$ cat src/rtl/stage_mem_lsu.sv
// MEM-stage load/store unit: byte-serial LOAD/STORE on an 8-bit RAM port,
// one write-back beat per op; non-memory ops pass through with one cycle latency.
module stage_mem_lsu #(
    parameter logic [6:0] LOAD_OP  = 7'b0000011,
    parameter logic [6:0] STORE_OP = 7'b0100011
) (
    input  logic        clk,
    input  logic        rst_n,
    input  logic        rdy,
    input  logic        valid_i,
    input  logic [6:0]  opcode_i,
    input  logic [2:0]  funct3_i,
    input  logic [31:0] mem_addr_i,
    input  logic [31:0] wdata_i,
    input  logic [4:0]  wd_i,
    input  logic        wreg_i,
    output logic [31:0] mem_a_o,
    output logic [7:0]  mem_dout_o,
    output logic        mem_wr_o,
    input  logic [7:0]  mem_din_i,
    output logic        busy_o,
    output logic        wb_valid_o,
    output logic [4:0]  wd_o,
    output logic        wreg_o,
    output logic [31:0] wdata_o
);
    localparam logic [1:0] S_IDLE  = 2'd0;
    localparam logic [1:0] S_LOAD  = 2'd1;
    localparam logic [1:0] S_STORE = 2'd2;
    localparam logic [1:0] S_DONE  = 2'd3;

    logic [1:0]  state;
    logic [31:0] addr_q, data_q, a_q, a_comb, ld_res;
    logic [2:0]  f3_q, issue_q, cap_q, nbytes;
    logic [4:0]  wd_q;
    logic        wreg_q, is_load, is_store, capture, ld_last;

    function automatic logic [31:0] extend(input logic [31:0] v, input logic [2:0] f3);
        case (f3[1:0])
            2'b00:   extend = f3[2] ? {24'd0, v[7:0]}  : {{24{v[7]}}, v[7:0]};
            2'b01:   extend = f3[2] ? {16'd0, v[15:0]} : {{16{v[15]}}, v[15:0]};
            default: extend = v;
        endcase
    endfunction

    always_comb begin
        case (f3_q[1:0])
            2'b00:   nbytes = 3'd1;
            2'b01:   nbytes = 3'd2;
            default: nbytes = 3'd4;
        endcase
    end

    assign is_load  = (opcode_i == LOAD_OP);
    assign is_store = (opcode_i == STORE_OP);
    assign busy_o   = (state != S_IDLE) | (valid_i & (is_load | is_store));

    // A byte is on mem_din_i whenever more addresses were issued than captured.
    assign capture = (state == S_LOAD) && (cap_q < issue_q);
    assign ld_last = capture && ((cap_q + 3'd1) == nbytes);

    always_comb begin
        a_comb = '0;
        case (state)
            S_LOAD:  if (issue_q < nbytes) a_comb = addr_q + {29'd0, issue_q};
            S_STORE: a_comb = addr_q + {29'd0, issue_q};
            default: a_comb = '0;
        endcase
    end

    always_comb begin
        ld_res = data_q;
        ld_res[{cap_q[1:0], 3'b000} +: 8] = mem_din_i;
    end

    // While paused, the last presented address is held so a pending read byte survives.
    assign mem_a_o    = rdy ? a_comb : a_q;
    assign mem_wr_o   = rdy & (state == S_STORE);
    assign mem_dout_o = (state == S_STORE) ? data_q[{issue_q[1:0], 3'b000} +: 8] : 8'd0;

    always_ff @(posedge clk or negedge rst_n) begin
        if (!rst_n) begin
            state      <= S_IDLE;
            addr_q     <= '0;
            data_q     <= '0;
            a_q        <= '0;
            f3_q       <= '0;
            issue_q    <= '0;
            cap_q      <= '0;
            wd_q       <= '0;
            wreg_q     <= 1'b0;
            wb_valid_o <= 1'b0;
            wd_o       <= '0;
            wreg_o     <= 1'b0;
            wdata_o    <= '0;
        end else if (rdy) begin
            a_q        <= a_comb;
            wb_valid_o <= 1'b0;
            case (state)
                S_IDLE: begin
                    if (valid_i) begin
                        if (is_load || is_store) begin
                            addr_q  <= mem_addr_i;
                            f3_q    <= funct3_i;
                            wd_q    <= wd_i;
                            wreg_q  <= wreg_i;
                            issue_q <= '0;
                            cap_q   <= '0;
                            data_q  <= is_store ? wdata_i : 32'd0;
                            state   <= is_store ? S_STORE : S_LOAD;
                        end else begin
                            wb_valid_o <= 1'b1;
                            wd_o       <= wd_i;
                            wreg_o     <= wreg_i & (wd_i != 5'd0);
                            wdata_o    <= wdata_i;
                        end
                    end
                end
                S_LOAD: begin
                    if (issue_q < nbytes) issue_q <= issue_q + 3'd1;
                    if (capture) begin
                        data_q <= ld_res;
                        cap_q  <= cap_q + 3'd1;
                    end
                    if (ld_last) begin
                        state      <= S_DONE;
                        wb_valid_o <= 1'b1;
                        wd_o       <= wd_q;
                        wreg_o     <= wreg_q & (wd_q != 5'd0);
                        wdata_o    <= extend(ld_res, f3_q);
                    end
                end
                S_STORE: begin
                    if (issue_q == (nbytes - 3'd1)) begin
                        state      <= S_DONE;
                        wb_valid_o <= 1'b1;
                        wd_o       <= wd_q;
                        wreg_o     <= 1'b0;
                        wdata_o    <= '0;
                    end else begin
                        issue_q <= issue_q + 3'd1;
                    end
                end
                default: state <= S_IDLE;
            endcase
        end
    end
endmodule

$ cat config.mk
export PLATFORM = sky130hd
export DESIGN_NAME = stage_mem_lsu
export DESIGN_NICKNAME = d
export VERILOG_FILES = /design/src/rtl/stage_mem_lsu.sv
export SDC_FILE = /design/constraint.sdc
export NUM_CORES = 1
export LEC_CHECK = 0
export ABC_AREA = 0
export BUFFER_PORTS_ARGS = -buffer_cell sky130_fd_sc_hd__buf_2
export CAP_MARGIN = 10
export CORE_MARGIN = 2
export CORE_UTILIZATION = 30
export CTS_CLUSTER_SIZE = 10
export DETAILED_ROUTE_END_ITERATION = 8
export PLACE_DENSITY = 0.51
export SLEW_MARGIN = 20
export SYNTH_ARGS = -nofsm -noshare
export SYNTH_HDL_FRONTEND = slang
export SYNTH_SLANG_ARGS = --single-unit
$ cat constraint.sdc
create_clock -name clk -period 7.6 [get_ports clk]
set_input_delay 0.76 -clock clk [delete_from_list [all_inputs] [get_ports clk]]
set_output_delay 0.76 -clock clk [all_outputs]
set_load 0.005 [all_outputs]
### After elaboration in Yosys (flattened, before gate mapping)

Index checks and enable logic that the tools add are counted.

* $add $sub $neg: 5
* magnitude comparators: 2
* equal/unequal tests: 15
* shift-type cells: 3
* muxes and demuxes: 47
* bitwise logic cells: 6
* reduce and logical (&&, ||, !) cells: 15

Operator list (count)
* $mux 32: 12
* $pmux 32 s2: 3
* $pmux 32 s3: 1
* $add 32x3->32: 1
* $bwmux 32: 1
* $shift 8x7->32 const A: 1
* $shiftx 32x6->8: 1
* $shiftx 8x7->32: 1
* $mux 5: 4
* $mux 3: 5
* $pmux 5 s3: 1
* $ne 2x2->1 const B: 6
* $pmux 3 s2: 2
* $reduce_and 6->1: 2
* $mux 2: 5
* $reduce_and 5->1: 2
* $reduce_bool 5->1: 2
* $pmux 3 s3: 1
* $mux 1: 8
* $mux 8: 1
* $eq 7x2->1 const B: 1
* $eq 7x6->1 const B: 1
* $neg 5->7: 1
* $add 3x1->3 const B: 2
* other kinds (16): 28

* bits in registers: 152
* input port bits: 92
* output and inout bits: 81
* logic and storage cells: 106

### Depth between registers and ports, before layout

* depth in word-level cells: 7
* mapped depth: 11
* depth with buffers taken out: 8

### Least setup slack after synthesis

OpenSTA, ideal clock, no wires.

* kind: register to output
* from: reg issue_q[1]
* to: out mem_a_o[30]
* data arrival time: 2510 ps
* slack: 4330 ps
* cell stages (with the launch flop): 10
* cells stage by stage: dfrtp_1 > clkbuf_1 > inv_1 > fa_1 > nand2b_1 > a211oi_1 > clkbuf_1 > nand4_1 > xnor2_1 > a22o_1

* cells in the longest elaborated chain, start to end: 4
* elaborated cells between the ends (all ways): 5
* those cells by class: add/sub: 1; order compare: 1; mux: 3

Ends and longest elaborated chain
* from (decl): line 34 `logic [2:0] f3_q, issue_q, cap_q, nbytes;`
* from (signal assigned): line 120 `if (issue_q < nbytes) issue_q <= issue_q + 3'd1;`
* from (signal assigned): line 141 `issue_q <= issue_q + 3'd1;`
* $add 32x3->32 or $lt 3x3->1 (tied branches): line 65, 66
* $mux 32: line 65 `S_LOAD: if (issue_q < nbytes) a_comb = addr_q + {29'd0, issue_q};`
* $pmux 32 s2 (*): line 64 `case (state)`
* $mux 32 (*)
* to (decl): line 17 `output logic [31:0] mem_a_o,`

Every way passes the cells marked *; elsewhere a longest branch is shown, timed or not.

### Worst setup path in the final report

* from: reg issue_q[0]
* to: out mem_a_o[30]

The elaborated chain is that of the path after synthesis.

==> run summary <==
Status: finished, final reports clean
Clock Tree Root: clkbuf_16
Mux cell area share after synthesis: 0.185
Clock latency at the later pin of the worst-skew pair: 0.44 ns
Die Area: 29700 µm²
Area post-placement: 9700 µm²
Synthesized area: 8510 µm²
Worst IR drop on VDD: 0.175 mV
RSZ-0062 raised after global routing: false
Detailed placement HPWL: 17300 µm
Clock network power share: 0.253
Post-route cell area: 10300 µm²
CP Max Fanout: 13
Final #Nets: 1008
YS warnings: 0
Synth Instances: 750
PwrDens: 323 nW/µm²
CTS tree: built
Setup crit end kind: primary output
PortBufs: 172
Clock sinks: 152
Final period utilization: 0.521
Synth Area in XOR/XNOR: 0.0247
Reg2reg start: cap_q[0]$_DFFE_PN0P_
Most common cell after layout, fill and taps aside: buf_2
Initial Util: 0.305
Num rows: 61
Psw: 1260 µW
DR WL/cell: 19.2 µm
Fin. Hold Viols: 0
Required time worst endpoint: 6.84 ns
I/O Pins: 173
Pint: 2060 µW
Combinational Power Share: 0.412
All-Layer GR Usage: 0.170
Reg power frac: 0.335
Worst slew margin: 0.323
Yosys cell types: 70
Drt pass-1 iters: 4
Register area share after synthesis: 0.447
Vias: 6487
Area grow syn2layout: 20.8%
Max clock buf depth: 2
Largest family of logic cells by synthesized area: multiplexers
MaxCap Viol Count: 0
P_leak: 0.00499 µW
F_max: 253 MHz
CTS Buf Count: 17
Post-synth EDFFs: 0
Avg Vias per Cell: 5.02
Vias in the first global route: 6638
Clock-pin slew of the registers on the worst-case setup and hold paths: 0.08 ns
First-pass GRT wire length: 38500 µm
Die Y: 172 µm
Most used DFF post-synth: dfrtp_1
Final GP Congestion: 0.811
# setup viols final: 0
Die Wd: 172 µm
# resized after CTS: 0
Worst setup SP type: flop
H-tree depth: 4
Synth Area in Simple Gates: 0.121
Worst Skew: 0.0140 ns
Core Box Area: 27900 µm²
Share of layout cells above drive strength 1: 0.390
Initial antenna violation count: 6
Sw Share: 0.380
Worst setup path startpoint: issue_q[0]$_DFFE_PN0P_
Compound-Gate Fraction of Synth Area: 0.155
Min-delay worst type: input pin to asynchronous set/reset pin
Arrival time worst endpoint: 3.20 ns
Pin count of the biggest net entering global routing: 86
Final slew viol count: 0
Syn Area/Cell: 11.3 µm²
Total Wirelength: 24800 µm
Post-CTS setup buffer count: 0
Mapped Nets: 860
Yosys reg bits: 152
Final antenna-violating net count: 0
Global route total overflow: 0
Setup TNS Final: 0 ns
Synth Area in Adders: 0.0274
DRC violation count after routing: 0
Final min period: 3.96 ns
Drt initial violations: 440
CTS Hold Buffers Added: 0
Commonest non-fill, non-tap cells in the layout: 171 x buf_2, 152 x dfrtp_1, 95 x mux2_2, 39 x o2bb2ai_1, 38 x nor2_1
CP Class: flop to primary output
Asr flop ratio synth: 1.00
Slew @ Worst Pin: 1.01 ns
==> synth_stat cells, types with 4 or more instances <==
library cell | n | area share
dfrtp_1 | 152 | 0.45
mux2_2 | 95 | 0.13
nor2_1 | 40 | 0.018
o2bb2ai_1 | 39 | 0.040
clkbuf_1 | 36 | 0.016
a31oi_1 | 32 | 0.024
nand2_1 | 31 | 0.014
nor2b_1 | 31 | 0.023
inv_1 | 22 | 0.0097
a211o_1 | 21 | 0.022
a22o_1 | 21 | 0.022
mux2_4 | 20 | 0.035
ha_1 | 17 | 0.025
nand3_1 | 16 | 0.0094
xnor2_1 | 15 | 0.015
a21oi_1 | 13 | 0.0076
and2_1 | 13 | 0.0096
nand4_1 | 11 | 0.0081
xor2_1 | 9 | 0.0093
mux4_2 | 8 | 0.021
nor4_1 | 8 | 0.0059
o21ai_0 | 8 | 0.0047
o221ai_1 | 7 | 0.0072
buf_6 | 6 | 0.0079
nor3_1 | 5 | 0.0029
o211a_1 | 5 | 0.0059
buf_1 | 4 | 0.0018
==> power by group through the flow <==
stage	clock (µW)	sequential, µW	combinational, µW
final	840	1110	1370
after detailed placement	0	1120	1390
after global routing	898	1140	1510
after CTS	861	1110	1390
after global placement	0	1120	1380
after floorplan	0	1080	973
==> worst paths after layout <==
path                                            to  slack [ns]  cells past startpoint
max                                    mem_a_o[30]        3.64                     10
min in group clk                 a_q[27]$_DFF_PN0_        0.49                      1
min                         addr_q[25]$_DFFE_PN0P_        0.40                      1
min reg2reg                      a_q[27]$_DFF_PN0_        0.49                      1
max reg2reg                wdata_o[15]$_DFFE_PN0P_        4.37                      7
max in group asynchronous   data_q[16]$_DFFE_PN0P_        5.75                      2
==> routing by layer <==
metal | track usage | part of all wire | up-vias
li1 | - | - | 3104
met1 | 0.226 | 0.46 | 3182
met2 | 0.274 | 0.47 | 178
met3 | 0.0446 | 0.059 | 19
met4 | 0.0435 | 0.011 | 4
met5 | 0 | 0.00097 | -
==> registers in the layout (all words and copies together) (netlist names), 2 cells and up <==
register  count
a_q          32
addr_q       32
cap_q         3
data_q       32
f3_q          3
issue_q       3
state         2
wd_o          5
wd_q          5
wdata_o      32
==> stage by stage <==
stage / std cells / total power [µW] / util / setup slack [ns] / hold WS, ns
3_5_place_dp: 1257 / 2510 / 0.348 / 4.07 / 0.469
5_1_grt: 1289 / 3540 / 0.369 / 3.39 / 0.447
3_3_place_gp: 1257 / 2500 / 0.348 / 4.13 / 0.468
6_report: 1292 / 3320 / 0.369 / 3.64 / 0.397
2_1_floorplan: 750 / 2060 / - / 4.33 / 0.464
4_1_cts: 1289 / 3370 / 0.369 / 3.57 / 0.421
==> critical path, stage by stage, from the launching register on <==
cell and delay [ns]:
dfrtp_1 0.75, ha_1 0.29, inv_1 0.06, fa_1 0.38, nand2b_1 0.19, a211oi_1 0.24, buf_4 0.23, nand4_1 0.13
xnor2_1 0.16, a22o_1 0.21, buf_2 0.13
==> final cells by class <==
type | count | area (µm²)
Timing Repair Buffer | 180 | 927
Inverter | 26 | 97.6
Clock buffer | 17 | 425
Multi-Input combinational cell | 521 | 4400
Fill cell | 2798 | 17600
Tap cell | 378 | 473
Sequential cell | 152 | 3800
Clock inverter | 15 | 144
Antenna cell | 3 | 7.51
==> kinds of logic (layout without fill, tap and decap cells) <==
| kind of cell | after synthesis | after routing |
|---|---|---|
| xor+xnor | 24 | 24 |
| other cells | 0 | 3 |
| mux | 125 | 125 |
| simple gates | 186 | 186 |
| compound gates | 168 | 168 |
| flops | 152 | 152 |
| buf+inv | 77 | 238 |
| fa+ha+maj | 18 | 18 |
(Power assumes the default switching activity.)
